### src/rtl/rom_stream_pkg.sv
// Shared definitions for the ROM stream reader.
//   state_t            : scan FSM encoding (IDLE, FETCH, HOLD, DONE)
//   DEFAULT_ADDR_WIDTH : default ROM address width
//   DEFAULT_DATA_WIDTH : default ROM word width
//   DEPTH              : number of ROM words at the default address width
package rom_stream_pkg;

  localparam int DEFAULT_ADDR_WIDTH = 2;
  localparam int DEFAULT_DATA_WIDTH = 4;
  localparam int DEPTH = 2 ** DEFAULT_ADDR_WIDTH;

  typedef enum logic [1:0] {
    IDLE  = 2'd0,
    FETCH = 2'd1,
    HOLD  = 2'd2,
    DONE  = 2'd3
  } state_t;

endpackage

### src/rtl/rom_stream_reader.sv
// Address sequencer in front of a combinational ROM. Drives rom_addr, captures
// rom_data into out_data and streams the words downstream, one word per two
// cycles at most, in single-pass or continuous-loop mode.
//
// Handshake: out_data is transferred on any rising edge where out_valid and
// out_ready are both high. Once out_valid rises, out_data and rom_addr stay
// stable until that transfer (or abort/reset); out_valid never drops without
// a transfer except on abort or reset.
//
// Ports:
//   clk, rst_n   : clock, synchronous active-low reset
//   start        : begin a scan (sampled in IDLE only)
//   loop_en      : repeat the scan until abort (sampled with start)
//   start_addr   : first address (sampled with start)
//   count        : words per pass, 0 = full depth (sampled with start)
//   abort        : stop the scan, return to IDLE (ignored in IDLE)
//   rom_addr     : registered ROM address
//   rom_data     : combinational ROM word for rom_addr
//   out_data     : registered word presented downstream
//   out_valid    : out_data valid
//   out_ready    : consumer accepts out_data
//   busy         : high in every state except IDLE
//   done         : one-cycle pulse at the end of a non-loop scan
//   dbg_state    : current FSM state
module rom_stream_reader
  import rom_stream_pkg::*;
#(
  parameter int ADDR_WIDTH = DEFAULT_ADDR_WIDTH,
  parameter int DATA_WIDTH = DEFAULT_DATA_WIDTH
) (
  input  logic                  clk,
  input  logic                  rst_n,
  input  logic                  start,
  input  logic                  loop_en,
  input  logic [ADDR_WIDTH-1:0] start_addr,
  input  logic [ADDR_WIDTH:0]   count,
  input  logic                  abort,
  output logic [ADDR_WIDTH-1:0] rom_addr,
  input  logic [DATA_WIDTH-1:0] rom_data,
  output logic [DATA_WIDTH-1:0] out_data,
  output logic                  out_valid,
  input  logic                  out_ready,
  output logic                  busy,
  output logic                  done,
  output state_t                dbg_state
);

  localparam logic [ADDR_WIDTH:0] FULL_COUNT = (ADDR_WIDTH+1)'(2 ** ADDR_WIDTH);

  state_t                state;
  state_t                state_next;
  logic [ADDR_WIDTH:0]   remaining;
  logic [ADDR_WIDTH:0]   beats_q;
  logic [ADDR_WIDTH-1:0] start_addr_q;
  logic                  loop_q;
  logic                  handshake;
  logic                  last_beat;
  logic                  aborting;

  assign handshake = (state == HOLD) && out_valid && out_ready;
  assign last_beat = (remaining == (ADDR_WIDTH+1)'(1));
  assign aborting  = abort && (state != IDLE);

  assign busy      = (state != IDLE);
  assign done      = (state == DONE);
  assign dbg_state = state;

  always_comb begin
    state_next = state;
    case (state)
      IDLE:  if (start) state_next = FETCH;
      FETCH: state_next = HOLD;
      HOLD: begin
        if (handshake) begin
          state_next = (last_beat && !loop_q) ? DONE : FETCH;
        end
      end
      DONE:  state_next = IDLE;
      default: state_next = IDLE;
    endcase
    // Abort overrides everything, including a simultaneous handshake.
    if (aborting) state_next = IDLE;
  end

  always_ff @(posedge clk) begin
    if (!rst_n) begin
      state        <= IDLE;
      rom_addr     <= '0;
      out_data     <= '0;
      out_valid    <= 1'b0;
      remaining    <= '0;
      beats_q      <= '0;
      start_addr_q <= '0;
      loop_q       <= 1'b0;
    end else begin
      state <= state_next;
      if (aborting) begin
        // rom_addr and out_data deliberately keep their last values.
        out_valid <= 1'b0;
      end else begin
        case (state)
          IDLE: begin
            if (start) begin
              rom_addr     <= start_addr;
              start_addr_q <= start_addr;
              loop_q       <= loop_en;
              beats_q      <= (count == '0) ? FULL_COUNT : count;
              remaining    <= (count == '0) ? FULL_COUNT : count;
            end
          end
          FETCH: begin
            out_data  <= rom_data;
            out_valid <= 1'b1;
          end
          HOLD: begin
            if (handshake) begin
              out_valid <= 1'b0;
              remaining <= remaining - (ADDR_WIDTH+1)'(1);
              if (!last_beat) begin
                rom_addr <= rom_addr + ADDR_WIDTH'(1);
              end else if (loop_q) begin
                rom_addr  <= start_addr_q;
                remaining <= beats_q;
              end
            end
          end
          default: ;
        endcase
      end
    end
  end

endmodule

### config.mk
export PLATFORM = sky130hd
export DESIGN_NAME = rom_stream_reader
export DESIGN_NICKNAME = d
export VERILOG_FILES = /design/src/rtl/rom_stream_pkg.sv /design/src/rtl/rom_stream_reader.sv
export SDC_FILE = /design/constraint.sdc
export NUM_CORES = 1
export LEC_CHECK = 0
export ABC_AREA = 1
export BUFFER_PORTS_ARGS = -buffer_cell sky130_fd_sc_hd__buf_4
export CORE_MARGIN = 2
export CORE_UTILIZATION = 35
export DETAILED_ROUTE_END_ITERATION = 8
export GPL_TIMING_DRIVEN = 0
export PLACE_DENSITY_LB_ADDON = 0.15
export SLEW_MARGIN = 20
export SYNTH_ARGS = -nofsm -noshare
export SYNTH_HDL_FRONTEND = slang
export SYNTH_SLANG_ARGS = --single-unit
### constraint.sdc
create_clock -name clk -period 1.6 [get_ports clk]
set_input_delay 0.32 -clock clk [delete_from_list [all_inputs] [get_ports clk]]
set_output_delay 0.32 -clock clk [all_outputs]
set_load 0.1 [all_outputs]
==> results.toml, run 1 <==
[run_status]
outcome = "complete, no violations"

[drt]
drtAntennaViolNets = 0
vias_per_cell = 4.77
drt_wl_total_mm = 2.11
firstDrtPassIters = 4
routed-via-count = 969
drt_first_iter_violations = 16
remaining_drc_errors = 0
avgRoutedWirePerCell_um = 10.4

[global_route]
total_congestion_overflow = 0
grt_antenna_before_repair = 0
grt_max_degree = 11
global_route_wire_length_before_repair_mm = 3.68
grt_util_all_layers_pct = 14.6
first_global_vias = 893

[critical_path]
worst_path_max_delay_cell = "dfxtp_4"
crit_path_max_incr_delay_ps = 400
cp.required_ps = 1280
worstPathCellList = "inv_1 -> nand2_4 -> buf_4"
worst_ep_arrival_time_ps = 1130
worstPathMaxFanout = 6
endpoint_kind = "output pin"
cp-start-kind = "flip-flop"
timing_worst_setup_path_type = "flip-flop to output pin"
cpLargestDelayFamily = "flip-flops"
critical_path.n_buffers_inverters = 2

[synthesis]
ys_dominant_reg_cell = "dfxtp_1"
number_of_instances_in_the_synthesized_netlist = 144
synth.ff_latch_count = 18
synth.cells.most_frequent = "nand2_1 (46), inv_1 (20), dfxtp_1 (18)"
synth-warning-count = 0
syn-num-nets = 161
synth-edff-count = 0
synthMostInstantiatedCell = "nand2_1"
postSynthAreaPerCell_um2 = 6.65
post_synth_main_area_contributors = "dfxtp_1 (38%), nand2_1 (18%), inv_1 (7.8%)"
post-synth-top-area-cell = "dfxtp_1"
seq_area_frac_synth_pct = 37.6
netlist_area_pre_place_um2 = 957
async_reset_ff_share_pct = 0
synthDistinctLibCells = 20
synth.top_cell.area_share_pct = 37.6

[pwr]
power.share.switching_pct = 52.0
p_leak_nw = 0.621
max-vdd-ir-drop_uv = 889
power.total_mw = 1.93
p_sw_mw = 1.01
power_report.internal_total_mw = 0.927
p_seq_share_pct = 32.1
power-per-cell-area_mw_per_mm2 = 1570
power.share.combinational_pct = 55.8
p_clk_share_pct = 12.0

[cells_and_area]
fin_area_mm2 = 0.00123
filler_cell_count = 284
layout.core_utilization_pct = 48.2
n_antenna_cell = 0
fin_nets = 191
proportion_of_layout_cells_with_a_drive_suffix_above_1_pct = 26.0
final_cell_count_no_fill = 203
area_growth_syn_to_layout_pct = 28.2

[clocking]
cts-hold-fix-buffers = 0
cts.sinks = 18
cts.repair_timing.setup_buffer_count = 0
tritoncts = "built"
clk_tree_root_cell = "clkbuf_4"
clock_path_buffers = 2
clk_pin_slew_ps = 110
cts_resized = 0
h-tree-depth = 1
total_clock_buffers_created_by_cts = 3
clock_latency_ps = 290

[sta]
timing.fmax_mhz = 688
post-route-period-util_pct = 90.9
setup-violations-final = 0
rsz0062_at_grt = "false"
setup_ws_ps = 146
timing_max_transition_violations_final = 0
max_slew.worst_pin.slew_ps = 316
timing.setup.tns_ps = 0
layout_min_cycle_time_ps = 1450
relSlewSlack_pct = 78.9
timing.final.hold_violations = 0
fin_skew_ps = 11.5
timing.hold.ws_ps = 286

[floorplan]
die_height_um = 56.3
full_die_area_mm2 = 0.00317
core_area_mm2 = 0.00254
num_io_pins = 26
fp-row-count = 18
die_width_um = 56.3
start_util_pct = 37.6

[placed_design]
dp_worst_setup_slack_ps = 113
buffer_ports.inserted = 25
gp_routability_congestion = 0.792
detailed_place.area_mm2 = 0.00120
dp_hpwl_mm = 1.66
place.detailed.instances = 199

[hold_path]
hp-class = "input port to flip-flop"

[run]
drv.max_cap_violation_count = 0
-- per-layer routing --
layer  track usage [%]  vias to the layer above  wire length, µm
met5                 0                        -                0
met4              5.10                        0               18
met3              3.00                        2               72
met2              24.9                       16             1000
met1              18.1                      442             1010
li1                  -                      509                -
-- cell families (layout without fill, tap and decap cells) --
kind of cell             Yosys count  in the layout  synth area share (%)
buffers and inverters             24             53                  10.1
flip-flops                        18             18                  37.6
AND/OR/NAND/NOR                   76             76                  35.7
AO/OA/AOI/OAI                     23             23                  13.1
adder cells (fa/ha/maj)            2              2                  2.61
XOR/XNOR                           1              1                 0.915
-- tightest hold or removal path, stage by stage --
cell,delay (ps)
buf_4,80
inv_1,40
a21oi_1,100
-- sequential cells by signal (all words and copies together) (netlist names) --
signal,flops
out_data,4
beats_q,3
remaining,3
dbg_state,2
rom_addr,2
start_addr_q,2
loop_q,1
out_valid,1
-- power by group through the flow --
stage / clock network [mW] / logic, mW / registers, mW
final: 0.233 / 1.08 / 0.621
after global routing: 0.269 / 1.18 / 0.637
after CTS: 0.242 / 1.08 / 0.620
after detailed placement: 0 / 1.08 / 0.630
after global placement: 0 / 1.07 / 0.627
after floorplan: 0 / 0.543 / 0.946
-- area by class of cell --
cell class                 count  area, µm²  area share [%]
tap                           30       37.5            3.06
multi-input combinational    102        510            41.6
sequential                    18        369            30.1
clock buffer                   3       22.5            1.83
clock inverter                 1       3.75           0.306
timing repair buffer          25        188            15.3
inverter                      23       88.8            7.24
buffer                         1       7.51           0.612
-- final timing paths --
path                        start              end  slack [ps]  depth (start not counted)
hold reg to reg   start_addr_q[1]  start_addr_q[1]         460                          2
setup / recovery     dbg_state[0]             busy         150                          3
hold / removal      start_addr[0]  start_addr_q[0]         290                          3
setup reg to reg     remaining[1]     remaining[1]         210                          9
-- cell usage in the layout (no fill, tap or decap), drive strengths merged --
master   n
nand2   48
nor2    17
inv     23
clkbuf   4
buf     25
nand3   11
xnor2    1
o21ai    6
clkinv   1
dfxtp   18
o21bai   2
a31o     1
ha       2
a21oi   13
o22ai    1
(Power assumes the default switching activity.)
==> inputs of run 2 (changes only) <==
Settings changed: CORE_UTILIZATION 35 to 45, GPL_TIMING_DRIVEN 0 to default.
==> results.toml, run 2 (synthesis gave the netlist of run 1 again) <==
[drt]
drt_wl_total_mm = 2.04
drtAntennaViolNets = 0
avgRoutedWirePerCell_um = 10.3
routed-via-count = 948
firstDrtPassIters = 4
remaining_drc_errors = 0
drt_first_iter_violations = 24
vias_per_cell = 4.76

[run_status]
outcome = "complete, no violations"

[pwr]
power-per-cell-area_mw_per_mm2 = 1600
max-vdd-ir-drop_uv = 1000
p_leak_nw = 0.616

[clocking]
clock_latency_ps = 300
cts-hold-fix-buffers = 0
cts.repair_timing.setup_buffer_count = 0
clk_pin_slew_ps = 110
clock_path_buffers = 2
cts.sinks = 18
clk_tree_root_cell = "clkbuf_4"
total_clock_buffers_created_by_cts = 3
h-tree-depth = 1
tritoncts = "built"

[critical_path]
timing_worst_setup_path_type = "flip-flop to output pin"
cp.required_ps = 1280
worst_ep_arrival_time_ps = 1150
endpoint_kind = "output pin"
worstPathMaxFanout = 6
cp-start-kind = "flip-flop"

[run]
drv.max_cap_violation_count = 0

[floorplan]
die_height_um = 50.1
die_width_um = 50.1
full_die_area_mm2 = 0.00251
start_util_pct = 48.3
fp-row-count = 16
num_io_pins = 26
core_area_mm2 = 0.00198

[sta]
timing.fmax_mhz = 680
relSlewSlack_pct = 79.2
timing_max_transition_violations_final = 0
timing.setup.tns_ps = 0
layout_min_cycle_time_ps = 1470
setup-violations-final = 0
post-route-period-util_pct = 91.9
max_slew.worst_pin.slew_ps = 312
timing.hold.ws_ps = 270
timing.final.hold_violations = 0
rsz0062_at_grt = "false"
fin_skew_ps = 13.1

[global_route]
grt_antenna_before_repair = 0
global_route_wire_length_before_repair_mm = 3.64
grt_util_all_layers_pct = 19.2
total_congestion_overflow = 0
grt_max_degree = 13
first_global_vias = 869

[cells_and_area]
multiInputGateArea_um2 = 510
largest_register_ff_count = 4
proportion_of_layout_cells_with_a_drive_suffix_above_1_pct = 25.6
register_area_um2 = 369
layout_top_registers = "out_data: 4 flops, beats_q: 3 flops, remaining: 3 flops"
area_growth_syn_to_layout_pct = 27.1
mostFrequentLayoutCells = "nand2_1 (45), buf_4 (25), inv_1 (20)"
filler_cell_count = 200
n_antenna_cell = 0
largest_register_by_flop_count = "out_data"
leading_cell_type_in_the_layout_fill_and_taps_excluded = "nand2_1"
fin_nets = 190

[placed_design]
buffer_ports.inserted = 25
dp_hpwl_mm = 1.62
gp_routability_congestion = 0.859

[hold_path]
hp-class = "input port to flip-flop"
[run 2: cell count changes in the layout (fill, tap and decap cells not counted)]
| cell | delta |
|---|---|
| clkbuf_1 | +1 |
| clkbuf_4 | -1 |
| clkinv_1 | -1 |
[run 2: repair_timing]
item                                   4_1_cts  5_1_grt
endpoints found under the hold margin        0        0
setup endpoints to repair                    0        4
gates resized for setup                      0        1
[run 2: routing by layer]
layer,up-vias,global-route usage [%],wire length (µm)
met3,5,2.73,95
met2,27,30.9,979
li1,505,-,-
met1,411,24.6,920
met5,-,0,0
met4,0,9.72,48
[run 2: where the power goes]
group / total, mW / switching, mW / internal [mW] / leakage (nW)
Sequential: 0.619 / 0.0705 / 0.548 / 0.150
Clock: 0.239 / 0.141 / 0.0973 / 0.0150
Combinational: 1.08 / 0.797 / 0.286 / 0.451
Total: 1.94 / 1.01 / 0.932 / 0.616
[run 2: layout make-up]
cell class / instances / share of cell area, %
Inverter: 23 / 7.30
Clock buffer: 4 / 2.16
Multi-Input combinational cell: 102 / 42.0
Sequential cell: 18 / 30.3
Timing Repair Buffer: 25 / 15.4
Tap cell: 27 / 2.78
[run 2: path summary, 6_finish.rpt]
| path | from | endpoint | slack, ps | cells after the start |
|---|---|---|---|---|
| min | count[0] | beats_q[0] | 270 | 3 |
| max | dbg_state[0] | busy | 130 | 3 |
| max reg2reg | remaining[1] | rom_addr[0] | 230 | 9 |
| min reg2reg | out_data[0] | out_data[0] | 460 | 2 |
[run 2: worst max-delay path: stages, from the launching register on]
cell and delay, ps:
dfxtp_4 400, inv_1 90, nand2_4 80, buf_4 280
[run 2: stage by stage]
stage	instance area [µm²]	util (%)	setup slack, ps	std cells	power [mW]
2_1_floorplan	973	-	43.0	144	1.49
3_3_place_gp	1190	59.9	230	195	1.69
3_5_place_dp	1190	59.9	171	195	1.71
4_1_cts	1210	61.2	115	199	1.96
5_1_grt	1220	61.4	56.1	199	2.09
6_report	1220	61.4	130	199	1.94
